File: config.mk
export PLATFORM = sky130hd
export DESIGN_NAME = uart_tx_queue_flat
export DESIGN_NICKNAME = d
export VERILOG_FILES = /design/src/rtl/uart_pkg.sv /design/src/rtl/uart_tx_queue_if.sv /design/src/rtl/uart_fifo_ram.sv /design/src/rtl/uart_tx_queue.sv /design/src/flat_wrapper.sv
export SDC_FILE = /design/constraint.sdc
export NUM_CORES = 1
export LEC_CHECK = 0
export CORE_ASPECT_RATIO = 0.5
export CORE_MARGIN = 10
export CORE_UTILIZATION = 53
export CTS_BUF_LIST = sky130_fd_sc_hd__clkbuf_16
export DETAILED_ROUTE_END_ITERATION = 16
export PLACE_DENSITY = 0.71
export SLEW_MARGIN = 20
export SYNTH_ARGS = -nofsm -noshare
export SYNTH_HDL_FRONTEND = slang
export SYNTH_SLANG_ARGS = --single-unit
File: constraint.sdc
create_clock -name clk -period 3.05 [get_ports clk]
set_input_delay 0.915 -clock clk [delete_from_list [all_inputs] [get_ports clk]]
set_output_delay 0.915 -clock clk [all_outputs]
set_load 0.1 [all_outputs]
File: src/rtl/uart_pkg.sv
// Shared types and defaults for the UART transmit queue.
// Optional feature macro: UART_TXQ_OVF_CNT_EN (adds a saturating dropped-byte counter).
package uart_pkg;

  localparam int unsigned UART_DATA_W     = 8;
  localparam int unsigned TXQ_DEPTH_DEF   = 16;
  localparam int unsigned TXQ_BUSY_TO_DEF = 64;

  typedef enum logic [1:0] {
    IDLE      = 2'd0,
    LAUNCH    = 2'd1,
    WAIT_BUSY = 2'd2,
    WAIT_DONE = 2'd3
  } txq_state_t;

endpackage

File: src/rtl/uart_tx_queue_if.sv
// Host/transmitter-facing signal bundle of the UART transmit queue.
// With UART_TXQ_OVF_CNT_EN defined the bundle also carries ovf_cnt.
interface uart_tx_queue_if #(
  parameter int unsigned AW = 4
);
  import uart_pkg::*;

  logic                   wr_en;
  logic [UART_DATA_W-1:0] wr_data;
  logic                   flush;
  logic                   full;
  logic                   empty;
  logic [AW:0]            level;
  logic                   ovf;
  logic                   tran_start;
  logic [UART_DATA_W-1:0] trans_data;
  logic                   tx_busy;
  logic                   q_busy;
`ifdef UART_TXQ_OVF_CNT_EN
  logic [7:0]             ovf_cnt;

  modport master (
    output wr_en, wr_data, flush, tx_busy,
    input  full, empty, level, ovf, tran_start, trans_data, q_busy, ovf_cnt
  );
  modport slave (
    input  wr_en, wr_data, flush, tx_busy,
    output full, empty, level, ovf, tran_start, trans_data, q_busy, ovf_cnt
  );
`else
  modport master (
    output wr_en, wr_data, flush, tx_busy,
    input  full, empty, level, ovf, tran_start, trans_data, q_busy
  );
  modport slave (
    input  wr_en, wr_data, flush, tx_busy,
    output full, empty, level, ovf, tran_start, trans_data, q_busy
  );
`endif

endinterface

File: src/rtl/uart_fifo_ram.sv
// Byte storage for the transmit queue: one write port, asynchronous read.
// Storage is deliberately unreset; occupancy tracking lives in the parent.
module uart_fifo_ram
  import uart_pkg::*;
#(
  parameter int unsigned DEPTH = TXQ_DEPTH_DEF,
  parameter int unsigned AW    = 4
) (
  input  logic                   clk,
  input  logic                   we_i,
  input  logic [AW-1:0]          waddr_i,
  input  logic [UART_DATA_W-1:0] wdata_i,
  input  logic [AW-1:0]          raddr_i,
  output logic [UART_DATA_W-1:0] rdata_c_o
);

  logic [UART_DATA_W-1:0] mem_q [DEPTH];

  always_ff @(posedge clk) begin
    if (we_i) mem_q[waddr_i] <= wdata_i;
  end

  assign rdata_c_o = mem_q[raddr_i];

endmodule

File: src/rtl/uart_tx_queue.sv
// Byte FIFO plus launch FSM feeding the UART transmitter, paced on tx_busy.
// Optional feature macro: UART_TXQ_OVF_CNT_EN (saturating dropped-byte counter).
module uart_tx_queue
  import uart_pkg::*;
#(
  parameter int unsigned DEPTH   = TXQ_DEPTH_DEF,
  parameter int unsigned AW      = 4,
  parameter int unsigned BUSY_TO = TXQ_BUSY_TO_DEF
) (
  input logic             clk,
  input logic             rst,
  uart_tx_queue_if.slave  bus
);

  localparam int unsigned PW = AW + 1;
  localparam int unsigned TW = $clog2(BUSY_TO + 1);
  localparam int unsigned DW = UART_DATA_W;

  localparam logic [1:0] S_IDLE      = 2'(IDLE);
  localparam logic [1:0] S_LAUNCH    = 2'(LAUNCH);
  localparam logic [1:0] S_WAIT_BUSY = 2'(WAIT_BUSY);
  localparam logic [1:0] S_WAIT_DONE = 2'(WAIT_DONE);

  logic [1:0]    state_q, state_d;
  logic [PW-1:0] wptr_q, wptr_d;
  logic [PW-1:0] rptr_q, rptr_d;
  logic [PW-1:0] level_q, level_d;
  logic          full_q, full_d;
  logic          empty_q, empty_d;
  logic          ovf_q, ovf_d;
  logic          tran_start_q, tran_start_d;
  logic [DW-1:0] trans_data_q, trans_data_d;
  logic          q_busy_q, q_busy_d;
  logic [TW-1:0] to_cnt_q, to_cnt_d;
  logic          push, pop;
  logic [DW-1:0] rd_data;

  uart_fifo_ram #(
    .DEPTH (DEPTH),
    .AW    (AW)
  ) u_ram (
    .clk       (clk),
    .we_i      (push),
    .waddr_i   (wptr_q[AW-1:0]),
    .wdata_i   (bus.wr_data),
    .raddr_i   (rptr_q[AW-1:0]),
    .rdata_c_o (rd_data)
  );

  // Next-state: flush dominates; full is the registered value, so a pop never frees room for a same-cycle push.
  always_comb begin
    state_d      = state_q;
    wptr_d       = wptr_q;
    rptr_d       = rptr_q;
    trans_data_d = trans_data_q;
    to_cnt_d     = to_cnt_q;
    push         = 1'b0;
    pop          = 1'b0;
    ovf_d        = 1'b0;
    tran_start_d = 1'b0;

    if (bus.flush) begin
      wptr_d   = '0;
      rptr_d   = '0;
      state_d  = S_IDLE;
      to_cnt_d = '0;
    end else begin
      push         = bus.wr_en && !full_q;
      ovf_d        = bus.wr_en && full_q;
      tran_start_d = (state_q == S_LAUNCH);

      case (state_q)
        S_IDLE: begin
          if (!empty_q && !bus.tx_busy) begin
            pop          = 1'b1;
            trans_data_d = rd_data;
            state_d      = S_LAUNCH;
          end
        end
        S_LAUNCH: begin
          state_d  = S_WAIT_BUSY;
          to_cnt_d = '0;
        end
        S_WAIT_BUSY: begin
          // A transmitter that never acknowledges must not wedge the queue.
          if (bus.tx_busy) begin
            state_d = S_WAIT_DONE;
          end else if (to_cnt_q == TW'(BUSY_TO - 1)) begin
            state_d = S_IDLE;
          end else begin
            to_cnt_d = to_cnt_q + TW'(1);
          end
        end
        S_WAIT_DONE: begin
          if (!bus.tx_busy) state_d = S_IDLE;
        end
        default: state_d = S_IDLE;
      endcase

      if (push) wptr_d = wptr_q + PW'(1);
      if (pop)  rptr_d = rptr_q + PW'(1);
    end

    // Extra pointer MSB distinguishes full from empty when the low bits match.
    level_d  = wptr_d - rptr_d;
    empty_d  = (wptr_d == rptr_d);
    full_d   = (wptr_d[AW] != rptr_d[AW]) && (wptr_d[AW-1:0] == rptr_d[AW-1:0]);
    q_busy_d = (state_d != S_IDLE) || !empty_d;
  end

  always_ff @(posedge clk or negedge rst) begin
    if (!rst) begin
      state_q      <= S_IDLE;
      wptr_q       <= '0;
      rptr_q       <= '0;
      level_q      <= '0;
      full_q       <= 1'b0;
      empty_q      <= 1'b1;
      ovf_q        <= 1'b0;
      tran_start_q <= 1'b0;
      trans_data_q <= '0;
      q_busy_q     <= 1'b0;
      to_cnt_q     <= '0;
    end else begin
      state_q      <= state_d;
      wptr_q       <= wptr_d;
      rptr_q       <= rptr_d;
      level_q      <= level_d;
      full_q       <= full_d;
      empty_q      <= empty_d;
      ovf_q        <= ovf_d;
      tran_start_q <= tran_start_d;
      trans_data_q <= trans_data_d;
      q_busy_q     <= q_busy_d;
      to_cnt_q     <= to_cnt_d;
    end
  end

  assign bus.full       = full_q;
  assign bus.empty      = empty_q;
  assign bus.level      = level_q;
  assign bus.ovf        = ovf_q;
  assign bus.tran_start = tran_start_q;
  assign bus.trans_data = trans_data_q;
  assign bus.q_busy     = q_busy_q;

`ifdef UART_TXQ_OVF_CNT_EN
  logic [7:0] ovf_cnt_q, ovf_cnt_d;

  // Dropped-byte counter sticks at 8'hFF.
  always_comb begin
    ovf_cnt_d = ovf_cnt_q;
    if (bus.flush) begin
      ovf_cnt_d = '0;
    end else if (ovf_d && (ovf_cnt_q != 8'hFF)) begin
      ovf_cnt_d = ovf_cnt_q + 8'(1);
    end
  end

  always_ff @(posedge clk or negedge rst) begin
    if (!rst) ovf_cnt_q <= '0;
    else      ovf_cnt_q <= ovf_cnt_d;
  end

  assign bus.ovf_cnt = ovf_cnt_q;
`endif

endmodule

File: src/flat_wrapper.sv
// flat-port wrapper written by rule: the top's interface ports become plain ports
module uart_tx_queue_flat import uart_pkg::*;
#(
  parameter int unsigned DEPTH   = TXQ_DEPTH_DEF,
  parameter int unsigned AW      = 4,
  parameter int unsigned BUSY_TO = TXQ_BUSY_TO_DEF
)
  (clk, rst, bus_wr_en, bus_wr_data, bus_flush, bus_tx_busy, bus_full, bus_empty, bus_level, bus_ovf, bus_tran_start, bus_trans_data, bus_q_busy);
  uart_tx_queue_if #(.AW(AW)) bus_i ();
  input logic clk;
  input logic rst;
  input wire logic [$bits(bus_i.wr_en)-1:0] bus_wr_en;
  input wire logic [$bits(bus_i.wr_data)-1:0] bus_wr_data;
  input wire logic [$bits(bus_i.flush)-1:0] bus_flush;
  input wire logic [$bits(bus_i.tx_busy)-1:0] bus_tx_busy;
  output wire logic [$bits(bus_i.full)-1:0] bus_full;
  output wire logic [$bits(bus_i.empty)-1:0] bus_empty;
  output wire logic [$bits(bus_i.level)-1:0] bus_level;
  output wire logic [$bits(bus_i.ovf)-1:0] bus_ovf;
  output wire logic [$bits(bus_i.tran_start)-1:0] bus_tran_start;
  output wire logic [$bits(bus_i.trans_data)-1:0] bus_trans_data;
  output wire logic [$bits(bus_i.q_busy)-1:0] bus_q_busy;
  assign bus_i.wr_en = bus_wr_en;
  assign bus_i.wr_data = bus_wr_data;
  assign bus_i.flush = bus_flush;
  assign bus_i.tx_busy = bus_tx_busy;
  assign bus_full = bus_i.full;
  assign bus_empty = bus_i.empty;
  assign bus_level = bus_i.level;
  assign bus_ovf = bus_i.ovf;
  assign bus_tran_start = bus_i.tran_start;
  assign bus_trans_data = bus_i.trans_data;
  assign bus_q_busy = bus_i.q_busy;
  uart_tx_queue #(.DEPTH(DEPTH), .AW(AW), .BUSY_TO(BUSY_TO)) u_core (.clk(clk), .rst(rst), .bus(bus_i));
endmodule
## Yosys cells after proc, flatten, opt, wreduce, memory -nomap -nowiden

Memories as Yosys holds them, arrays and structs flattened. A register that Yosys moved wholly into a read port is not among the register bits.
Index checks and enable logic that the tools add are counted.

- Register bits after elaboration: 29
- Bits in writable memories: 128
- Output and inout port bits: 18
- Logic and storage cells: 62
- Memories: 1

Memories:

| memory | words | width | read ports | clocked after Yosys merged registers in | wr ports | line | source |
|---|---|---|---|---|---|---|---|
| u_core.u_ram.mem_q | 16 | 8 | 1 | 1 | 1 | uart_fifo_ram.sv:17 | `logic [UART_DATA_W-1:0] mem_q [DEPTH];` |

- $add $sub $neg: 4
- Equality and inequality tests: 9
- Mux-type cells: 22
- Bitwise logic cells: 1
- Reduce and logical (&&, ||, !) cells: 15

Operator list:

| operator | count |
|---|---|
| 2-to-1 mux 7 bit | 3 |
| 2-to-1 mux 5 bit | 4 |
| one-hot mux 7 bit (2 select lines) | 1 |
| adder 5 x 1 -> 5 bit (second input constant) | 2 |
| 2-to-1 mux 2 bit | 5 |
| 2-to-1 mux 1 bit | 8 |
| one-hot mux 2 bit (4 select lines) | 1 |
| adder 7 x 1 -> 7 bit (second input constant) | 1 |
| == test 7 x 6 -> 1 bit (second input constant) | 1 |
| != test 3 bit (second input constant) | 2 |
| AND reduction 3 bit | 2 |
| == test 5 bit | 1 |
| zero test 1 bit | 5 |
| subtractor 5 bit | 1 |
| == test 2 bit (second input constant) | 2 |
| == test 4 bit | 1 |
| logical AND 1 bit | 4 |
| nonzero test 3 bit | 1 |
| == test 2 x 1 -> 1 bit (second input constant) | 1 |
| zero test 2 bit | 1 |
| nonzero test 2 bit | 1 |
| logical OR 1 bit | 1 |
| != test 1 bit | 1 |
| inverter 1 bit | 1 |

## Depth between registers and ports, before layout

Gate-level depths: netlist (run 1).

- Word-level depth: 10
- Gate-level depth with buffers: 10

## Modules after synthesis

A second synthesis (run 1) with hierarchy kept.

- Cell total of the unflattened synthesis: 380
- Area total of the unflattened synthesis: 6745.2 um^2

By module, submodules not included:

| module | instances | cells an instance | area an instance (um^2) |
|---|---|---|---|
| uart_fifo_ram | 1 | 221 | 4987.3 |
| uart_tx_queue | 1 | 159 | 1757.9 |

## Worst setup path before layout (run 1)

No wires, ideal clock.

- Path type: input port to flip-flop
- Start: in bus_tx_busy
- End: reg u_core.level_q[4] (netlist: u_core.bus.level[4])
- Data arrival time: 2.896 ns
- Data required time: 2.971 ns
- Path slack: 0.075 ns
- Stages: 7
- Buffers on the path: 0
- Cell sequence: nor4_1 -> mux2i_1 -> or2_2 -> fa_1 -> a21o_1 -> a21oi_1 -> xor2_1

- Cells in the longest elaborated chain, start to end: 8

RTL lines:

| element | line | source |
|---|---|---|
| from (decl) | flat_wrapper.sv:15 | `input wire logic [$bits(bus_i.tx_busy)-1:0] bus_tx_busy;` |
| zero test 1 bit | uart_tx_queue.sv:74 | `if (!empty_q && !bus.tx_busy) begin` |
| logical AND 1 bit | uart_tx_queue.sv:74 |  |
| 2-to-1 mux 1 bit | uart_tx_queue.sv:74 |  |
| 2-to-1 mux 1 bit | uart_tx_queue.sv:72 | `case (state_q)` |
| 2-to-1 mux 1 bit | uart_tx_queue.sv:62 | `if (bus.flush) begin` |
| 2-to-1 mux 5 bit | uart_tx_queue.sv:101 | `if (pop) rptr_d = rptr_q + PW'(1);` |
| 2-to-1 mux 5 bit | uart_tx_queue.sv:62 |  |
| subtractor 5 bit | uart_tx_queue.sv:105 | `level_d = wptr_d - rptr_d;` |
| named net u_core.level_d[4] | uart_tx_queue.sv:27 | `logic [PW-1:0] level_q, level_d;` |
| to (signal assigned) | uart_tx_queue.sv:128 | `level_q <= level_d;` |
| to (decl) | uart_tx_queue.sv:27 |  |

The timed path passes the listed nets, and every way through them passes these cells. The select of a mux whose other input is x is not followed.
A chain may end at the register's enable or synchronous reset.

## Worst setup path in the final report (run 1)

Same ends and word-level chain as after synthesis.

==> results of run 1 <==
==> per-layer routing <==
| metal | track usage | wire [µm] |
|---|---|---|
| met1 | 0.207 | 6100 |
| met2 | 0.260 | 6700 |
| met3 | 0.0525 | 792 |
| met4 | 0.0632 | 215 |
| met5 | 0 | 0 |
==> registers in the layout, indices dropped and copies added (netlist names) <==
signal,flops
u_core.bus.level,5
u_core.bus.trans_data,8
u_core.rptr_q,5
u_core.to_cnt_q,7
u_core.bus.q_busy,1
u_core.state_q,2
u_core.bus.ovf,1
u_core.wptr_q,5
u_core.u_ram.mem_q,128
u_core.bus.tran_start,1
u_core.bus.empty,1
u_core.bus.full,1
==> Yosys cell counts, types with 2 or more instances <==
master,count
sky130_fd_sc_hd__a211o_1,2
sky130_fd_sc_hd__a211oi_1,2
sky130_fd_sc_hd__a21o_1,2
sky130_fd_sc_hd__a21oi_1,11
sky130_fd_sc_hd__buf_1,2
sky130_fd_sc_hd__buf_2,5
sky130_fd_sc_hd__clkbuf_1,10
sky130_fd_sc_hd__dfrtp_1,36
sky130_fd_sc_hd__edfxtp_1,128
sky130_fd_sc_hd__ha_1,10
sky130_fd_sc_hd__inv_1,8
sky130_fd_sc_hd__mux2i_1,17
sky130_fd_sc_hd__mux4_2,32
sky130_fd_sc_hd__nand2_1,19
sky130_fd_sc_hd__nand2b_1,6
sky130_fd_sc_hd__nand3_1,5
sky130_fd_sc_hd__nand3b_1,3
sky130_fd_sc_hd__nand4_1,3
sky130_fd_sc_hd__nor2_1,27
sky130_fd_sc_hd__nor2b_1,2
sky130_fd_sc_hd__nor3_1,7
sky130_fd_sc_hd__nor4_1,2
sky130_fd_sc_hd__o21ai_0,6
sky130_fd_sc_hd__o221ai_1,8
sky130_fd_sc_hd__or2_2,4
sky130_fd_sc_hd__or3_1,4
sky130_fd_sc_hd__xnor2_1,3
sky130_fd_sc_hd__xor2_1,6
==> power by group <==
group | total (µW) | switching, µW | internal (µW)
Clock | 2160 | 984 | 1180
Sequential | 2620 | 80.2 | 2540
Combinational | 1460 | 1030 | 435
==> metrics by stage <==
stage	std cells	instance area, µm²	power, µW
after floorplan	386	6690	3780
after global placement	594	7300	4110
after detailed placement	594	7300	4140
after CTS	626	7920	6290
after global routing	626	7920	6480
final	626	7920	6250
==> worst max-delay path by stage <==
stage | start | cells after the start | end
after floorplan | bus_tx_busy | 7 | u_core.bus.level[4]
after global placement | bus_tx_busy | 9 | u_core.bus.level[4]
after global routing | bus_tx_busy | 9 | u_core.bus.level[4]
after CTS | bus_tx_busy | 9 | u_core.bus.q_busy
after detailed placement | bus_tx_busy | 9 | u_core.bus.q_busy
final | bus_tx_busy | 9 | u_core.bus.level[4]
==> layout by cell type, fill, tap and decap left out, types with 3 or more instances in the layout <==
cell                              count
sky130_fd_sc_hd__nand4_1              3
sky130_fd_sc_hd__nand2_1             19
sky130_fd_sc_hd__nor3_1               7
sky130_fd_sc_hd__ha_1                10
sky130_fd_sc_hd__inv_8                4
sky130_fd_sc_hd__xor2_1               6
sky130_fd_sc_hd__clkbuf_16           17
sky130_fd_sc_hd__nand3_1              5
sky130_fd_sc_hd__buf_4               49
sky130_fd_sc_hd__nand2b_1             6
sky130_fd_sc_hd__or2_2                4
sky130_fd_sc_hd__xnor2_1              3
sky130_fd_sc_hd__nor2_1              27
sky130_fd_sc_hd__nand3b_1             3
sky130_fd_sc_hd__or3_1                4
sky130_fd_sc_hd__a21oi_1             11
sky130_fd_sc_hd__inv_1                8
sky130_fd_sc_hd__clkinv_8             4
sky130_fd_sc_hd__dfrtp_1             35
sky130_fd_sc_hd__o221ai_1             8
sky130_fd_sc_hd__clkdlybuf4s50_1     11
sky130_fd_sc_hd__o21ai_0              6
sky130_fd_sc_hd__inv_6                3
sky130_fd_sc_hd__edfxtp_1           128
sky130_fd_sc_hd__mux2i_1             17
sky130_fd_sc_hd__mux4_2              32
==> cell families after synthesis <==
| logic type | count (synthesis) | share of synthesized area |
|---|---|---|
| AO/OA/AOI/OAI | 37 | 0.0376 |
| XOR/XNOR | 9 | 0.0118 |
| adder cells (fa/ha/maj) | 11 | 0.0217 |
| buffers and inverters | 26 | 0.0166 |
| flip-flops | 165 | 0.713 |
| multiplexers | 49 | 0.133 |
| AND/OR/NAND/NOR | 89 | 0.0664 |
==> area by class of cell <==
cell class	instances	area, µm²	area share
multi-input combinational	195	1810	0.229
timing repair buffer	61	483	0.0610
sequential	165	4770	0.603
clock inverter	15	188	0.0237
inverter	8	30.0	0.00379
tap	165	206	0.0261
clock buffer	17	425	0.0537
==> results summary, run 1 <==
The number of input and output port buffers inserted is 30. For this run, the share of the core covered by cells in the final layout is 0.655. The share of synthesized area in the top cell type comes to 0.574.

The die width came out at 179 µm. The largest fanout on the critical path is 5. The tree is rooted in a sky130_fd_sc_hd__clkbuf_16. Entering global routing, the biggest net connects 35 pins. In the final routed layout, each cell accounts on average for 22.1 µm. Across every metal layer, demand over resource in global routing totals 0.164. At the end of the flow, the number of nets in the layout was 472.

The floorplan step defined a die boundary enclosing 17800 µm². The combined buffer and inverter count along the critical path came out at 2. The most area-hungry cell type in the Yosys netlist is sky130_fd_sc_hd__edfxtp_1. The total wire length after detailed routing is 13800 µm. The post-cts sizing count came out at 0. The final max-slew violation count is 0.

The clock tree synthesis step divided the H-tree into 4 levels. The post-synthesis area per instance is 17.3 µm². Setup repair after global routing left no endpoint under its margin. The critical path required time is 3.40 ns.

The share of post-route cells with drive strength above 1 is 0.267. The layout overhead on the synthesized area came out at 18.3%. For this run, design rule violations remaining after detail routing come to 0. The wire length of the first global-routing pass came out at 22100 µm.

For the pin with the worst max-slew slack, the measured transition is 0.647 ns. The area of the mapped netlist came out at 6690 µm². STA classifies the critical path endpoint as a flop.

The remaining antenna violation count came out at 0. The clock insertion delay at the later pin of the skew report came out at 0.42 ns. The number of buffers between clock root and the deepest sink came out at 2. The I/O pin count is 31. Among all stages on the critical path, the largest delay is contributed by sky130_fd_sc_hd__fa_1. The number of antenna violations at the first check in global routing came out at 0.

The worst register-to-register path ends at u_core.bus.level[4]. TritonCTS built the clock tree. In this run the tightest slew margin relative to its limit is 0.569.

The layout filler cell count is 803. The final critical path time including I/O delays and setup came out at 2.83 ns. The area of the placeable core is 12100 µm². The tightest hold path in the finished design has a slack of 0.486 ns. The clock transition at the registers of the reported paths came out at 0.07 ns. The initial cell density of the core came out at 0.554.

For this run, the leading register cell type out of synthesis is sky130_fd_sc_hd__edfxtp_1. The post-CTS setup buffer count is 0. The number of standard-cell rows in the floorplan came out at 28.

For this design, the CTS-stage hold fixing added 0 buffers. The synthesis-stage register bit count came out at 165. The leakage power figure came out at 0.00279 µW. The sequential element share of the synthesized area is 0.713.

Across the routed clock network, the largest skew measured is 0.00594 ns. Setup violations remaining at the end of the flow were counted as 0. Traced cell by cell, the critical path runs through clkdlybuf4s50_1 > nor4_1 > buf_4 > mux2i_1 > or2_2 > fa_1 > a21o_1 > a21oi_1 > xor2_1. Adding up every negative setup slack in the final design gives 0 ns. The half-perimeter wire length after detailed placement is 8790 µm. The critical path arrival is 3.18 ns. The detailed router placed 3663 vias in this run.

The net count after synthesis came out at 410. The first-pass detailed-route iteration total is 8. The max-cap violation count is 0. The worst register-to-register path begins at u_core.state_q[1].

The final critical-path share of the clock period is 0.928. The flow ran to the end, and the final reports show no timing, DRC or antenna violations. The y dimension of the die came out at 99.5 µm. The violation count after the first detailed-routing iteration came out at 272. The final weighted congestion in routability-driven placement came out at 0.808. The kind of launch point of the worst setup path is a primary input. The reg2reg setup slack came out at 0.60 ns. The tightest min-delay check is of the primary input to async pin type. The TritonCTS buffer count is 17.

Broken down by cell family, the worst path's largest delay share belongs to buffers and inverters. The worst setup slack after layout came out at 0.220 ns. For this design, the sink count on the clock tree is 165. The count of mapped cells out of synthesis came out at 386.

The number of hold violations in the final report came out at 0. The maximum ir drop on the vdd rail came out at 0.637 mV. 0 antenna diodes ended up in the layout. In the routed layout, each cell is associated on average with a via count of 5.85. The number of enable flip-flop cells after synthesis came out at 128.

The overall overflow remaining after global route came out at 0. Measured in cells, the most critical reg-to-reg path has a length of 8. For this run, the slowest stage of the critical path takes 0.46 ns.

The setup slack at placement came out at -0.195 ns. By area the synthesized netlist is led by sky130_fd_sc_hd__edfxtp_1 (57%), sky130_fd_sc_hd__dfrtp_1 (13%), sky130_fd_sc_hd__mux4_2 (11%). The netlist uses 44 different library cells.

In the synthesized netlist the async set-or-reset flop fraction comes to 0.224. The kind of critical path is primary input to flop. Derived from the worst setup path, the maximum achievable clock frequency is 353 MHz.

The number of synthesis warnings came out at 0. The power density over the cells is 790 nW/µm². The via count of the first global-routing pass came out at 4001.
Power figures use the tool's default switching activity.
==> run 2: changes to the inputs <==
Settings changed: SETUP_SLACK_MARGIN set to 0.2.
==> run 2 against run 1 <==
Net effect:
- fmax grew 1.8%
- wire length shrank 4.1%
- cell area is essentially flat
- register-to-register slack gained 0.05 ns
- clock power is essentially flat
- flip-flop and latch count is the same
- worst setup slack gained 0.051 ns
- count of clock-buffer cells in the layout is the same
- clock skew grew 0.0022 ns
- final cell count shrank 0.32%
- critical path depth is the same
- die area is the same
==> results summary, run 2 (synthesis gave the netlist of run 1 again) <==
The residual DRC count is 0. The worst setup path is captured at a flop. The launch point of the worst hold path is u_core.bus.trans_data[1].

The final critical-path share of the clock period came out at 0.911. The kind of cell with the highest combined delay along the critical path is simple AND/OR/NAND/NOR gates. The number of vias in the routed layout came out at 3655. The kind of path behind the tightest hold check is flop to flop. The floorplan step set the die width to 179 µm. The kind of critical path is primary input to flop. The die outline area is 17800 µm². The number of placed cells counting well taps is 592. The flow ran to the end, and the final reports show no timing, DRC or antenna violations. The y dimension of the die is 99.5 µm. The smallest clock period supported by the final layout is computed as 2.78 ns. Leaving out fill and tap cells, the most frequent cell in the layout is sky130_fd_sc_hd__edfxtp_1. The number of input and output port buffers inserted is 30.

The critical path arrival came out at 3.08 ns. The combined buffer and inverter count along the critical path is 2. The number of antenna violations at the first check in global routing is 0. The first element of the critical path is bus_tx_busy.

The layout filler cell count came out at 821. The maximum number of pins on one net before global-route repair is 38. The cell that appears most often on the critical path is sky130_fd_sc_hd__nand4_1. TritonCTS built the clock tree. The actual slew at the worst max-slew pin is 0.875 ns. The worst hold margin is 0.515 ns. The largest fanout on the critical path is 5. The flip-flop count of the largest register, all copies and words added came out at 128. From synthesis to final layout, the design area changed by 18.2%.

31 I/O pins were placed. The power density over the cells came out at 788 nW/µm². The highest achievable clock rate came out at 360 MHz. The library cells used most frequently in the layout, excluding fill and tap cells, are sky130_fd_sc_hd__edfxtp_1 (128), sky130_fd_sc_hd__buf_4 (48), sky130_fd_sc_hd__dfrtp_1 (35).

The number of standard-cell rows in the floorplan is 28. The clock insertion delay at the later pin of the skew report came out at 0.42 ns. The average wire per cell in the routed design is 21.2 µm. The clock tree root driver cell is sky130_fd_sc_hd__clkbuf_16. The wire length of the first global-routing pass is 21400 µm. The via count of the first global-routing pass came out at 3805. The final max-slew violation count was 0.

The count of placed standard cells in the final layout, fillers left out is 624. In the final layout, the share of cells above drive strength 1 is 0.272. The worst setup path is launched from a primary input.

The TritonCTS buffer count came out at 17. The via count normalized by instance count is 5.86. 0 antenna diodes ended up in the layout.

The worst clock skew came out at 0.00812 ns. Setup repair after global routing left no endpoint under its margin. Ranked by flip-flop count, first place goes to u_core.u_ram.mem_q. The half-perimeter wire length after detailed placement came out at 8820 µm.

The final number of setup-violating endpoints is 0. The max-cap violation count is 0. In this run, post-CTS hold repair placed 0 buffers. The overall routing resource usage came out at 0.157. Headroom to the max-slew limit came out at 0.417. The number of hold violations in the final report came out at 0. The signal on the critical path passes through clkdlybuf4s50_1 > nor4_2 > buf_4 > nand4_1 > xor2_1 > or2_2 > ha_4 > nand4_1 > a211o_1. Data on the critical path is required at its endpoint by 3.35 ns. IR analysis of the VDD net gives a maximum drop of 0.875 mV. The initial cell density of the core came out at 0.554. The first-pass detailed-route iteration total came out at 4. In this run the static leakage power is 0.00278 µW. Clock tree synthesis found a total of 165 sinks. Summing all non-filler instances in the final layout gives an area of 7910 µm². The violation count after the first detailed-routing iteration came out at 355.

After clock tree synthesis, the clock-pin slew on the worst setup and hold paths is 0.07 ns. Summing all placed instances gives a cell area of 7290 µm². The final weighted congestion in routability-driven placement came out at 0.808. The overall overflow remaining after global route came out at 0. In the final design database the tool counted 471 nets. The total wire length after detailed routing is 13200 µm. The number of buffers between clock root and the deepest sink is 2. The region available for standard cell placement spans 12100 µm². In this run the critical register-to-register path is launched from u_core.state_q[1]. For this run, the share of the core covered by cells in the final layout is 0.654. For this run, the slowest stage of the critical path takes 0.43 ns. The total number of H-tree levels is 4. The critical-path cell with the highest stage delay is sky130_fd_sc_hd__clkdlybuf4s50_1.

The remaining antenna violation count is 0.
-- run 2: layout make-up --
cell class	instances	area (µm²)	area share
tap	165	206	0.0261
sequential	165	4770	0.603
clock inverter	14	161	0.0204
timing repair buffer	60	475	0.0601
clock buffer	17	425	0.0538
multi-input combinational	195	1840	0.232
inverter	8	30.0	0.00380
-- run 2: final timing paths --
check	end	slack, ns	depth (start not counted)
max in group asynchronous	u_core.rptr_q[0]	1.84	1
min in group asynchronous	u_core.bus.trans_data[3]	0.60	1
max reg2reg	u_core.bus.q_busy	0.65	8
max	u_core.bus.q_busy	0.27	9
min	u_core.bus.trans_data[1]	0.52	2
min reg2reg	u_core.bus.trans_data[1]	0.52	2
-- run 2: worst register-to-register path, stage by stage (launching register included) --
cell	delay, ns
sky130_fd_sc_hd__dfrtp_1	0.47
sky130_fd_sc_hd__nor4_2	0.31
sky130_fd_sc_hd__buf_4	0.19
sky130_fd_sc_hd__nand4_1	0.12
sky130_fd_sc_hd__xor2_1	0.17
sky130_fd_sc_hd__or2_2	0.34
sky130_fd_sc_hd__ha_4	0.30
sky130_fd_sc_hd__nand4_1	0.13
sky130_fd_sc_hd__a211o_1	0.26
-- run 2: stage by stage --
| step | setup WS, ns | total power, µW | setup TNS [ns] |
|---|---|---|---|
| 2_1_floorplan | 0.215 | 3780 | 0 |
| 3_3_place_gp | -0.154 | 4110 | -0.399 |
| 3_5_place_dp | -0.181 | 4140 | -0.522 |
| 4_1_cts | 0.224 | 6270 | 0 |
| 5_1_grt | 0.199 | 6460 | 0 |
| 6_report | 0.270 | 6230 | 0 |
-- run 2: where the power goes --
part           switching (µW)  leakage (µW)  internal (µW)
logic                    1020      0.000850            442
registers                84.9       0.00164           2550
clock network             914      0.000286           1230
total                    2020       0.00278           4210
-- run 2: layer usage --
layer	track usage	vias up	wire (µm)
li1	-	1628	-
met5	0	-	0
met4	0.0486	0	156
met1	0.211	1887	5930
met2	0.243	125	6330
met3	0.0445	15	823
-- run 2: repair_timing --
| action | CTS | global route |
|---|---|---|
| resized for setup | 1 | 3 |
| pin swaps | 0 | 2 |
| setup endpoints to repair | 1 | 3 |
| setup buffers | 0 | 1 |
